[config.mk]
export PLATFORM = sky130hd
export DESIGN_NAME = quad_pixel_packer
export DESIGN_NICKNAME = d
export VERILOG_FILES = /design/src/rtl/quad_pixel_packer.sv
export SDC_FILE = /design/constraint.sdc
export NUM_CORES = 1
export LEC_CHECK = 0
export CAP_MARGIN = 20
export CORE_MARGIN = 2
export CORE_UTILIZATION = 45
export DETAILED_ROUTE_END_ITERATION = 16
export GPL_ROUTABILITY_DRIVEN = 0
export SYNTH_ARGS = -nofsm -noshare
export SYNTH_HDL_FRONTEND = slang
export SYNTH_SLANG_ARGS = --single-unit
[constraint.sdc]
create_clock -name clk -period 3.85 [get_ports clk]
set_input_delay 0.9625 -clock clk [delete_from_list [all_inputs] [get_ports clk]]
set_output_delay 0.9625 -clock clk [all_outputs]
set_load 0.05 [all_outputs]
[src/rtl/quad_pixel_packer.sv]
// quad_pixel_packer: raster-to-quad front end for the 2x bilinear upscaler.
// Pixels arrive one per clock in raster order. Each even/odd line pair is
// buffered as horizontal pixel pairs. When the odd line completes, a burst of
// FRAME_WIDTH/2 quads {p(x,y), p(x+1,y), p(x,y+1), p(x+1,y+1)} is emitted.
// Optional feature macro: QPACK_RESYNC_EN. When defined, an sof inside a
// frame aborts the frame and restarts at that pixel.
module quad_pixel_packer #(
  parameter int DW            = 8,
  parameter int FRAME_WIDTH   = 40,
  parameter int FRAME_HEIGHT  = 16,
  parameter int COL_CNT_WIDTH = 12,
  parameter int ROW_CNT_WIDTH = 12
) (
  input  logic            clk,
  input  logic            rst_n,
  input  logic            sof_i,
  input  logic            pix_valid_i,
  input  logic [DW-1:0]   pix_i,
  output logic [4*DW-1:0] data_o,
  output logic            hsync_o,
  output logic            vsync_o,
  output logic            busy_o
);

  localparam int HALF_W = FRAME_WIDTH / 2;
  localparam int AW     = (HALF_W > 1) ? $clog2(HALF_W) : 1;

  typedef enum logic [1:0] {S_IDLE, S_EVEN, S_ODD} state_t;

  state_t r_state;
  state_t w_state_nxt;

  logic [COL_CNT_WIDTH-1:0] r_col;
  logic [ROW_CNT_WIDTH-1:0] r_row;
  logic [DW-1:0]            r_held;

  logic [2*DW-1:0] r_mem_a [HALF_W];
  logic [2*DW-1:0] r_mem_b [HALF_W];
  logic [2*DW-1:0] r_ram_a;
  logic [2*DW-1:0] r_ram_b;

  logic                     r_rd_active;
  logic [COL_CNT_WIDTH-1:0] r_rd_addr;
  logic                     r_rd_final;
  logic                     r_ram_vld;
  logic                     r_ram_last;
  logic                     r_out_last;
  logic                     r_hsync;
  logic [4*DW-1:0]          r_data;
  logic                     r_vsync;
  logic                     r_busy;

  logic                     w_sof_accept;
  logic                     w_pix_acc;
  logic                     w_last_col;
  logic                     w_line_end;
  logic                     w_pair_wr;
  logic                     w_burst_go;
  logic [ROW_CNT_WIDTH-1:0] w_row_nxt;
  logic                     w_frame_done;
  logic [AW-1:0]            w_wr_addr;
  logic                     w_rd_last;

`ifdef QPACK_RESYNC_EN
  assign w_sof_accept = pix_valid_i && sof_i;
`else
  assign w_sof_accept = pix_valid_i && sof_i && (r_state == S_IDLE);
`endif

  assign w_pix_acc    = pix_valid_i && (r_state != S_IDLE);
  assign w_last_col   = (r_col == COL_CNT_WIDTH'(FRAME_WIDTH - 1));
  assign w_line_end   = w_pix_acc && w_last_col && !w_sof_accept;
  assign w_pair_wr    = w_pix_acc && r_col[0] && !w_sof_accept;
  assign w_burst_go   = w_line_end && (r_state == S_ODD);
  assign w_row_nxt    = r_row + ROW_CNT_WIDTH'(2);
  assign w_frame_done = (w_row_nxt == ROW_CNT_WIDTH'(FRAME_HEIGHT));
  assign w_wr_addr    = r_col[AW:1];
  assign w_rd_last    = (r_rd_addr == COL_CNT_WIDTH'(HALF_W - 1));

  // Input FSM state register
  always_ff @(posedge clk or negedge rst_n) begin
    if (!rst_n) r_state <= S_IDLE;
    else        r_state <= w_state_nxt;
  end

  // Input FSM next-state: line completion walks EVEN -> ODD -> EVEN/IDLE
  always_comb begin
    w_state_nxt = r_state;
    if (w_sof_accept) begin
      w_state_nxt = S_EVEN;
    end else if (w_line_end) begin
      case (r_state)
        S_EVEN:  w_state_nxt = S_ODD;
        S_ODD:   w_state_nxt = w_frame_done ? S_IDLE : S_EVEN;
        default: w_state_nxt = S_IDLE;
      endcase
    end
  end

  // Column/row counters and even-column pixel hold register
  always_ff @(posedge clk or negedge rst_n) begin
    if (!rst_n) begin
      r_col  <= '0;
      r_row  <= '0;
      r_held <= '0;
    end else if (w_sof_accept) begin
      // The sof pixel itself is column 0, so the next pixel is column 1.
      r_col  <= COL_CNT_WIDTH'(1);
      r_row  <= '0;
      r_held <= pix_i;
    end else if (w_pix_acc) begin
      if (!r_col[0]) r_held <= pix_i;
      r_col <= w_last_col ? '0 : r_col + COL_CNT_WIDTH'(1);
      if (w_burst_go) r_row <= w_row_nxt;
    end
  end

  // Line buffers: pair writes and synchronous reads (contents need no reset)
  always_ff @(posedge clk) begin
    if (w_pair_wr) begin
      if (r_state == S_EVEN) r_mem_a[w_wr_addr] <= {r_held, pix_i};
      else                   r_mem_b[w_wr_addr] <= {r_held, pix_i};
    end
    r_ram_a <= r_mem_a[r_rd_addr[AW-1:0]];
    r_ram_b <= r_mem_b[r_rd_addr[AW-1:0]];
  end

  // Burst engine: read address sweep, read pipeline and output registers
  always_ff @(posedge clk or negedge rst_n) begin
    if (!rst_n) begin
      r_rd_active <= 1'b0;
      r_rd_addr   <= '0;
      r_rd_final  <= 1'b0;
      r_ram_vld   <= 1'b0;
      r_ram_last  <= 1'b0;
      r_out_last  <= 1'b0;
      r_hsync     <= 1'b0;
      r_data      <= '0;
    end else begin
      if (w_burst_go) begin
        r_rd_active <= 1'b1;
        r_rd_addr   <= '0;
        r_rd_final  <= w_frame_done;
      end else if (r_rd_active) begin
        if (w_rd_last) r_rd_active <= 1'b0;
        else           r_rd_addr   <= r_rd_addr + COL_CNT_WIDTH'(1);
      end
      r_ram_vld  <= r_rd_active;
      r_ram_last <= r_rd_active && w_rd_last && r_rd_final;
      r_out_last <= r_ram_last;
      r_hsync    <= r_ram_vld;
      r_data     <= r_ram_vld ? {r_ram_a, r_ram_b} : '0;
    end
  end

  // Frame status: vsync pulse per accepted sof, busy until the final burst ends
  always_ff @(posedge clk or negedge rst_n) begin
    if (!rst_n) begin
      r_vsync <= 1'b0;
      r_busy  <= 1'b0;
    end else begin
      r_vsync <= w_sof_accept;
      // A new frame already underway keeps busy high over the old final burst.
      if (w_sof_accept)                            r_busy <= 1'b1;
      else if (r_out_last && (r_state == S_IDLE))  r_busy <= 1'b0;
    end
  end

  assign data_o  = r_data;
  assign hsync_o = r_hsync;
  assign vsync_o = r_vsync;
  assign busy_o  = r_busy;

endmodule

==> flow_metrics.env <==
export IMPL_cts_repair_resize_count=0
export IMPL_place_hpwl_mm=37.8
export IMPL_antenna_found_initial=0
export IMPL_cts_tree="built"
export IMPL_finalCriticalPeriod_ns=2.76
export IMPL_tightest_slew_ns=1.05
export IMPL_synth_seq_cells=757
export IMPL_routed_via_count=14000
export IMPL_routed_via_density=5.61
export IMPL_die_x_um=257
export IMPL_wire_per_inst_um=25.4
export IMPL_r2r_cells=5
export IMPL_synth_xor_area_share_pct=0.576
export IMPL_synth_edff_count=640
export IMPL_relSlewSlack_pct=29.5
export IMPL_fp_dieH_um=257
export IMPL_hold_viol=0
export IMPL_yosysTopAreaCellShare_pct=66.6
export IMPL_wl_met3_mm=3.94
export IMPL_arrival_ns=1.80
export IMPL_syn_inst=1447
export IMPL_path_clk_slew_ns=0.06
export IMPL_clock_path_buffers=3
export IMPL_core_area_um2=63200
export IMPL_worstSetupStartpointType="register"
export IMPL_finalNonFillerCells=2490
export IMPL_highest_layer="met4"
export IMPL_wl_met1_mm=28.4
export IMPL_synthSimpleGateAreaFrac_pct=3.77
export IMPL_htreeDepth=3
export IMPL_num_io_pins=47
export IMPL_fin_crit_sh_pct=71.7
export IMPL_portBuffers=46
export IMPL_ys_top_cells_by_count="edfxtp_1 (640), mux4_2 (160), dfrtp_1 (85), mux2_2 (73), nor2_1 (73)"
export IMPL_worstPathCellList="clkdlybuf4s50_1"
export IMPL_grt_pass1_vias=14100
export IMPL_synth_compound_area_share_pct=2.22
export IMPL_initial_utilization_pct=45.7
export IMPL_clockRootBuffer="clkbuf_16"
export IMPL_yosysWarnings=0
export IMPL_cts_buffers=78
export IMPL_syn_nets=1462
export IMPL_synth_flop_cell="edfxtp_1"
export IMPL_crit_type="register to output pin"
export IMPL_grt_max_degree=62
export IMPL_cp_max_fo=1
export IMPL_totalWireLength_mm=63.4
export IMPL_yosysTopAreaCell="edfxtp_1"
export IMPL_drc=0
export IMPL_drive_above_1_share_pct=26.2
export IMPL_die_area_um2=66200
export IMPL_p_per_area_nw_per_um2=563
export IMPL_cts_sinks=757
export IMPL_first_iter_violations=1378
export IMPL_ys_types=51
export IMPL_synth_top_family_by_area="multiplexers"
export IMPL_grt_setup_unrepaired="no"
export IMPL_fmax_mhz=362
export IMPL_critPathMaxStageDelay_ns=0.82
export IMPL_yosysMostFrequentCell="edfxtp_1"
export IMPL_maxCapViolCount=0
export IMPL_slowest_stage="clkdlybuf4s50_1"
export IMPL_synth_top_cells_by_area="edfxtp_1 (67%), mux4_2 (12%), dfrtp_1 (7.4%), mux2_2 (2.8%), dfxtp_1 (2.2%)"
export IMPL_holdPathStages=0
export IMPL_crit_family="buffers and inverters"
export IMPL_area_delta_synth_final_pct=15.2
export IMPL_synth_area_um2=28900
export IMPL_cts_setup_buffers=0
export IMPL_dr_pass1_iters=5
export IMPL_wl_met2_mm=29.4
export IMPL_hold_buffers=0
export IMPL_ir_worst_vdd_v=0.000324
export IMPL_status="finished, final reports clean"
export IMPL_fin_skew_ns=0.0304
export IMPL_syn_avg_cell_area_um2=20.0
export IMPL_worstSkewPairLatency_ns=0.62
export IMPL_grt_overflow_total=0
export IMPL_placed_cells=2343
export IMPL_rows=92
export IMPL_critPathBufInv=1
export IMPL_path_depth=1
export IMPL_power_leakage_nw=11.4
export IMPL_required_ns=2.89
export IMPL_timing_setup_tns_ns=0
export IMPL_setup_violations=0
export IMPL_grt_usage_pct=19.4
export IMPL_end_kind="output pin"
export IMPL_fin_nets=1594
export IMPL_synth_fa_ha_area_share_pct=0.130
export IMPL_ant_nets=0
export IMPL_synth_async_reset_ratio_pct=11.2
export IMPL_slew_violations=0
export IMPL_ys_seq_area_share_pct=76.2
export IMPL_min_path_type="register to register"
export IMPL_grt_pass1_wl_mm=93.7
export IMPL_synth_area_mux_share_pct=15.4
-- power by group --
group	switching [mW]	internal [mW]
Clock	3.02	4.39
Sequential	0.747	9.69
Combinational	0.559	0.313
Total	4.32	14.4
-- area by class of cell --
type	count	area (µm²)
clock inverter	40	405
sequential	757	22000
clock buffer	103	2110
fill	4872	29900
timing repair buffer	122	1150
tap	846	1060
multi-input combinational	583	6390
antenna	2	5.00
inverter	37	139
-- worst paths after layout --
check                           slack (ns)      endpoint    startpoint
worst min register to register        0.37    r_out_last    r_ram_last
min in group asynchronous             0.41  r_rd_addr[6]         rst_n
worst max register to register        1.13    r_ram_b[4]  r_rd_addr[0]
worst max-delay path                  1.09     data_o[1]     data_o[1]
worst min-delay path                  0.37    r_out_last    r_ram_last
max in group asynchronous             2.70    data_o[22]         rst_n
-- worst register-to-register path: cells and delay by family (launching register included) --
kind / cells / cell delay (ns)
AOI/OAI and AO/OA: 2 / 0.42
muxes: 2 / 0.88
DFF: 1 / 0.81
buffers and inverters: 1 / 0.47
-- cells in the final DEF (no fill, tap or decap), drive strengths merged, types with 4 or more instances in the layout --
cell type        n
o31ai            6
nor2b            5
bufinv           8
nand4           12
clkinv          29
xor2            13
nor3             4
clkbuf         103
nand2           34
edfxtp         640
o22ai           32
dfxtp           32
buf             78
mux2            73
and3             8
inv             40
clkdlybuf4s50   44
mux4           160
nand3           18
a21oi           38
o21ai           26
and2            36
nor2            73
dfrtp           85
xnor2            6
-- metrics by stage --
| step | cell area (µm²) | utilization (%) | power, mW | hold WS (ns) | setup slack, ns |
|---|---|---|---|---|---|
| final | 33300 | 52.6 | 18.7 | 0.368 | 1.09 |
| after global routing | 33300 | 52.6 | 19.3 | 0.369 | 0.975 |
| after detailed placement | 30700 | 48.6 | 11.5 | 0.361 | 0.754 |
| after CTS | 33200 | 52.6 | 18.9 | 0.371 | 1.04 |
| after global placement | 30700 | 48.6 | 11.4 | 0.369 | 0.803 |
| after floorplan | 28900 | - | 10.7 | 0.331 | 1.41 |
-- state kept, by name, indices dropped and copies added, names as in the netlist, 2 cells and up --
register   cells
r_row         11
r_ram_b       16
r_mem_a      320
r_col         12
r_rd_addr     12
r_mem_b      320
r_ram_a       16
r_state        2
data_o        32
r_held         8
-- metal layers --
| metal | GRT usage, % | vias to the layer above |
|---|---|---|
| li1 | - | 6070 |
| met1 | 28.6 | 7396 |
| met2 | 29.3 | 429 |
| met3 | 3.63 | 86 |
| met4 | 6.55 | 0 |
| met5 | 0 | - |
-- logic make-up after synthesis --
group                    Yosys count
AO/OA/AOI/OAI                    111
XOR/XNOR                          19
adder cells (fa/ha/maj)            3
buffers and inverters            107
flip-flops                       757
multiplexers                     236
AND/OR/NAND/NOR                  214
(Power assumes the default switching activity.)
